===== config.mk =====
export PLATFORM = sky130hd
export DESIGN_NAME = mem_bank_cfg_loader
export DESIGN_NICKNAME = d
export VERILOG_FILES = /design/src/rtl/mem_bank_cfg_pkg.sv /design/src/rtl/mem_bank_pulse_timer.sv /design/src/rtl/mem_bank_cfg_loader.sv
export SDC_FILE = /design/constraint.sdc
export NUM_CORES = 1
export LEC_CHECK = 0
export CAP_MARGIN = 20
export CORE_MARGIN = 3
export CORE_UTILIZATION = 52
export CTS_CLUSTER_SIZE = 28
export DETAILED_ROUTE_END_ITERATION = 12
export PLACE_DENSITY_LB_ADDON = 0.15
export SYNTH_ARGS = -nofsm -noshare
export SYNTH_HDL_FRONTEND = slang
export SYNTH_HIERARCHICAL = 1
export SYNTH_SLANG_ARGS = --single-unit
export TNS_END_PERCENT = 30

===== constraint.sdc =====
create_clock -name prog_clk -period 3.3 [get_ports prog_clk]
set_input_delay 0.33 -clock prog_clk [delete_from_list [all_inputs] [get_ports prog_clk]]
set_output_delay 0.33 -clock prog_clk [all_outputs]
set_load 0.01 [all_outputs]

===== src/rtl/mem_bank_cfg_pkg.sv =====
// Shared types and helpers for the memory-bank configuration loader.
package mem_bank_cfg_pkg;

  typedef enum logic [2:0] {
    IDLE,
    FETCH,
    SETUP,
    PULSE,
    HOLD,
    DONE
  } cfg_state_t;

  // The timer is loaded with (cycles - 1), so the widest phase needs clog2(max) bits.
  function automatic int timer_width(input int setup_c, input int pulse_c, input int hold_c);
    int m;
    m = setup_c;
    if (pulse_c > m) m = pulse_c;
    if (hold_c > m) m = hold_c;
    return (m <= 1) ? 1 : $clog2(m);
  endfunction

endpackage


===== src/rtl/mem_bank_pulse_timer.sv =====
// Loadable down-counter with a zero flag; times the SETUP/PULSE/HOLD phases.
module mem_bank_pulse_timer #(
  parameter int WIDTH = 1
) (
  input  logic             clk,
  input  logic             srst,
  input  logic             load,
  input  logic [WIDTH-1:0] load_val,
  output logic             zero
);

  localparam logic [WIDTH-1:0] ONE = WIDTH'(1);

  logic [WIDTH-1:0] count_reg;

  always_ff @(posedge clk) begin
    if (srst) begin
      count_reg <= '0;
    end else if (load) begin
      count_reg <= load_val;
    end else if (count_reg != '0) begin
      count_reg <= count_reg - ONE;
    end
  end

  assign zero = (count_reg == '0);

endmodule


===== src/rtl/mem_bank_cfg_loader.sv =====
// Serial bitstream to bank write-cycle sequencer: one bit per address with
// programmable setup/pulse/hold timing around each enable strobe.
module mem_bank_cfg_loader
  import mem_bank_cfg_pkg::*;
#(
  parameter int ADDR_WIDTH   = 7,
  parameter int SETUP_CYCLES = 1,
  parameter int PULSE_CYCLES = 1,
  parameter int HOLD_CYCLES  = 1
) (
  input  logic                  prog_clk,
  input  logic                  pReset,
  input  logic                  start,
  input  logic [ADDR_WIDTH-1:0] base_addr,
  input  logic [ADDR_WIDTH:0]   num_bits,
  input  logic                  abort,
  input  logic                  bs_valid,
  input  logic                  bs_data,
  output logic                  bs_ready,
  output logic                  enable,
  output logic [0:ADDR_WIDTH-1] address,
  output logic                  data_in,
  output logic                  busy,
  output logic                  done,
  output logic                  error
);

  localparam int TW = timer_width(SETUP_CYCLES, PULSE_CYCLES, HOLD_CYCLES);
  localparam logic [TW-1:0] SETUP_LOAD = TW'(SETUP_CYCLES - 1);
  localparam logic [TW-1:0] PULSE_LOAD = TW'(PULSE_CYCLES - 1);
  localparam logic [TW-1:0] HOLD_LOAD  = TW'(HOLD_CYCLES - 1);
  localparam logic [ADDR_WIDTH+1:0] ADDR_SPAN = {2'b01, {ADDR_WIDTH{1'b0}}};
  localparam logic [ADDR_WIDTH-1:0] ADDR_ONE   = ADDR_WIDTH'(1);
  localparam logic [ADDR_WIDTH:0]   REMAIN_ONE = (ADDR_WIDTH + 1)'(1);

  cfg_state_t            state_reg, state_next;
  logic [ADDR_WIDTH-1:0] addr_reg, addr_next;
  logic [ADDR_WIDTH:0]   remain_reg, remain_next;
  logic                  data_reg, data_next;
  logic                  enable_reg, enable_next;
  logic                  error_reg, error_next;
  logic                  tmr_load, tmr_zero;
  logic [TW-1:0]         tmr_val;
  logic [ADDR_WIDTH+1:0] range_end;

  // One past the last address the request would touch.
  assign range_end = {2'b00, base_addr} + {1'b0, num_bits};

  mem_bank_pulse_timer #(.WIDTH(TW)) u_timer (
    .clk      (prog_clk),
    .srst     (pReset),
    .load     (tmr_load),
    .load_val (tmr_val),
    .zero     (tmr_zero)
  );

  always_ff @(posedge prog_clk) begin
    if (pReset) begin
      state_reg  <= IDLE;
      addr_reg   <= '0;
      remain_reg <= '0;
      data_reg   <= 1'b0;
      enable_reg <= 1'b0;
      error_reg  <= 1'b0;
    end else begin
      state_reg  <= state_next;
      addr_reg   <= addr_next;
      remain_reg <= remain_next;
      data_reg   <= data_next;
      enable_reg <= enable_next;
      error_reg  <= error_next;
    end
  end

  always_comb begin
    state_next  = state_reg;
    addr_next   = addr_reg;
    remain_next = remain_reg;
    data_next   = data_reg;
    enable_next = 1'b0;
    error_next  = 1'b0;
    tmr_load    = 1'b0;
    tmr_val     = '0;
    case (state_reg)
      IDLE: begin
        if (start && !abort) begin
          if (num_bits == '0) begin
            state_next = DONE;
          end else if (range_end <= ADDR_SPAN) begin
            state_next  = FETCH;
            addr_next   = base_addr;
            remain_next = num_bits;
          end else begin
            error_next = 1'b1;
          end
        end
      end
      FETCH: begin
        if (abort) begin
          state_next = IDLE;
        end else if (bs_valid) begin
          data_next  = bs_data;
          state_next = SETUP;
          tmr_load   = 1'b1;
          tmr_val    = SETUP_LOAD;
        end
      end
      SETUP: begin
        if (abort) begin
          state_next = IDLE;
        end else if (tmr_zero) begin
          state_next  = PULSE;
          enable_next = 1'b1;
          tmr_load    = 1'b1;
          tmr_val     = PULSE_LOAD;
        end
      end
      PULSE: begin
        // enable is registered, so it must be re-requested every cycle we stay here.
        if (abort) begin
          state_next = IDLE;
        end else if (tmr_zero) begin
          state_next = HOLD;
          tmr_load   = 1'b1;
          tmr_val    = HOLD_LOAD;
        end else begin
          enable_next = 1'b1;
        end
      end
      HOLD: begin
        if (abort) begin
          state_next = IDLE;
        end else if (tmr_zero) begin
          remain_next = remain_reg - REMAIN_ONE;
          if (remain_reg == REMAIN_ONE) begin
            state_next = DONE;
          end else begin
            addr_next  = addr_reg + ADDR_ONE;
            state_next = FETCH;
          end
        end
      end
      DONE:    state_next = IDLE;
      default: state_next = IDLE;
    endcase
  end

  assign bs_ready = (state_reg == FETCH);
  assign busy     = (state_reg == FETCH) || (state_reg == SETUP) ||
                    (state_reg == PULSE) || (state_reg == HOLD);
  assign done     = (state_reg == DONE);
  assign enable   = enable_reg;
  assign address  = addr_reg;
  assign data_in  = data_reg;
  assign error    = error_reg;

endmodule


==> results of run 1 <==
layout make-up:
| type | instances | area share |
|---|---|---|
| Multi-Input combinational cell | 190 | 0.566 |
| Timing Repair Buffer | 41 | 0.177 |
| Inverter | 9 | 0.0153 |
| Sequential cell | 22 | 0.200 |
| Clock buffer | 4 | 0.0165 |
| Tap cell | 44 | 0.0250 |
worst register-to-register path: cells and delay by family (launching register included):
family	cells	cell delay (ns)
AND/OR/NAND/NOR	1	0.16
buffers and inverters	1	0.21
flip-flops	1	0.54
AO/OA/AOI/OAI	5	1.31
cells by family (layout without fill, tap and decap cells):
group                    after synthesis  after routing
multiplexers                           8              8
flip-flops                            22             22
other                                  1              1
XOR/XNOR                               4              4
buffers and inverters                 22             54
AND/OR/NAND/NOR                       90             90
AO/OA/AOI/OAI                         75             75
adder cells (fa/ha/maj)               12             12
cells in the final DEF, fill, tap and decap left out, drive strengths merged, types with 4 or more instances in the layout:
cell type	instances
clkdlybuf4s50	33
nand2	20
inv	8
nor2b	4
o31ai	7
a211oi	5
o21ai	17
buf	8
nand2b	5
ha	10
nor3	8
a21oi	15
nor2	18
nand3	7
and3	4
mux2i	8
nor4	6
clkbuf	4
or2	5
dfxtp	22
stage by stage:
stage | power, mW | cell area, um^2
after floorplan | 0.850 | 1780
after global placement | 1.05 | 2170
after detailed placement | 1.06 | 2170
after CTS | 1.22 | 2200
after global routing | 1.32 | 2200
final | 1.22 | 2200
per-layer routing:
metal | vias to the layer above | wire length, um | GRT usage
li1 | 936 | - | -
met1 | 819 | 2150 | 0.309
met2 | 63 | 2170 | 0.378
met3 | 2 | 276 | 0.0399
met4 | 0 | 21 | 0.0528
met5 | - | 0 | 0
power by group through the flow:
stage | combinational (mW) | sequential (mW) | clock, mW
6_report | 0.663 | 0.405 | 0.151
5_1_grt | 0.738 | 0.416 | 0.169
4_1_cts | 0.658 | 0.401 | 0.158
3_5_place_dp | 0.654 | 0.407 | 0
3_3_place_gp | 0.650 | 0.405 | 0
2_1_floorplan | 0.485 | 0.365 | 0
worst max path at each step:
stage	end	cells past startpoint
3_5_place_dp	remain_reg[3]	11
6_report	remain_reg[3]	11
2_1_floorplan	address[6]	10
3_3_place_gp	remain_reg[3]	11
5_1_grt	address[1]	11
4_1_cts	remain_reg[3]	11
==> flow_summary.yaml, run 1 <==
finish:
  largest_register_ffs: 8
  nNetsFinal: 299
  antennaDiodeCount: 0
  areaGrowthSynthToFinish_pct: 23.8
  multi_input_area_um2: 1250
  layout-drive-gt1-share: 0.0677
  finalNonFillerCells: 310
  fill_cells: 292
  final_util: 0.699
  ff_latch_area_um2: 440
global_routing:
  antenna_found_initial: 0
  grt_usage: 0.228
  gr-total-overflow: 0
  grt_max_degree: 28
  grt_pass1_vias: 1624
  grt_pass1_wl_um: 7690
clock_network:
  cts-resized-gates: 0
  htreeDepth: 1
  clock_latency_ns: 0.31
  cts.sinks: 22
  root_buffer: "clkbuf_4"
  cts_tree: "done"
  post-cts-setup-buffers: 0
  postCtsHoldBufs: 0
  clk_pin_slew_ns: 0.12
  cts_buffers: 3
  cts_buffer_depth: 2
critical_path:
  crit_buf_inv: 2
  crit_start: "num_bits[0]"
  end_kind: "flop"
  worstReg2RegStart: "state_reg[2]"
  criticalPathCategory: "input port to flop"
  critPathSlowestCell: "clkdlybuf4s50_1"
  crit_chain: "clkdlybuf4s50_1 -> ha_1 -> fa_1 -> a211oi_2 -> o21bai_1 -> a221oi_1 -> o211ai_1 -> a31oi_1 -> buf_4 -> o21ai_1 -> a221oi_1"
  worstPathArrival_ns: 3.19
  rr_worst_depth: 7
  crit_fanout: 12
  reg2reg_setup_slack_ns: 0.98
  cp.required_ns: 3.52
  cpLargestDelayFamily: "compound AO/OA/AOI/OAI gates"
  slowest_delay_ns: 0.46
  crit_path_start_kind: "input port"
  r2r_end: "remain_reg[3]"
  path_common_cell: "a221oi_1"
sta:
  setup_tns_ns: 0
  max_freq_mhz: 336
  slew-limit-headroom: 0.544
  setup_viol: 0
  period_share: 0.901
  worst_pin_slew_ns: 0.682
  clock_skew_ns: 0.00357
  hold_violations: 0
  worst_slack_ns: 0.328
  hold_ws_ns: 0.509
  period_needed_ns: 2.97
  rsz0062_at_grt: "false"
  drv_slew: 0
route:
  viasPerCell: 5.87
  ant_nets: 0
  wl_per_cell_um: 14.9
  firstDrtPassIters: 4
  drt_iter0_drc: 149
  wl_um: 4610
  drc: 0
  vias: 1820
power:
  clock_power_share: 0.124
  seq_power_share: 0.332
  comb_power_share: 0.544
  intPower_uw: 697
  switching_share: 0.429
  p_sw_uw: 522
  vdd_drop_max_v: 0.000243
  power_density_nw_per_um2: 553
  leakage_nw: 0.840
synthesis:
  synthAdderAreaFrac: 0.0871
  synth-edff-count: 0
  synthArstFlopShare: 0
  yosysTopAreaCellShare: 0.247
  netlist_instances: 234
  synth_cell_types: 59
  synth_compound_area_frac: 0.288
  yosysWarningCount: 6
  synth-xor-area-share: 0.0197
  synth_top_family_by_area: "compound AO/OA/AOI/OAI gates"
  yosysMostFrequentCell: "dfxtp_1"
  muxShareOfSynthArea: 0.0450
  syn_area_per_cell_um2: 7.61
  synth_top_cell_by_area: "dfxtp_1"
  synth_area_leaders: "dfxtp_1 (25%), ha_1 (7.0%), mux2i_1 (4.5%), a21oi_1 (4.2%), nand2_1 (4.2%)"
  yosys-top-cells-count: "dfxtp_1 (22), nand2_1 (20), nor2_1 (18)"
  ys_ff_latch: 22
  synth_area_um2: 1780
  ys_seq_area_frac: 0.247
  synth-simple-area-share: 0.259
  synth_fp_nets: 266
  yosys_most_used_dff: "dfxtp_1"
place:
  dpl_worst_slack_ns: 0.0177
  hpwl_um: 3510
  dp_cells: 306
  io_buffers: 33
  gp_congestion: 0.875
floorplan:
  initial_core_util: 0.565
  num_io_pins: 34
  coreArea_um2: 3150
  die_w_um: 64.5
  die-area_um2: 4160
  die_y_um: 64.5
  rows: 20
flow_run:
  maxCapViolations: 0
min_path:
  min_from: "remain_reg[5]"
  holdPathStages: 2
  hold_end: "remain_reg[5]"
  hp-class: "flop to flop"
status:
  status: "complete, no violations"
No activity file was read; power rests on OpenSTA's default activity.
==> run 2, diff against run 1 <==
SKIP_CTS_REPAIR_TIMING = 1   (was unset)
==> results of run 2 <==
The final DEF is identical to that of run 1; final timing and power are the same.
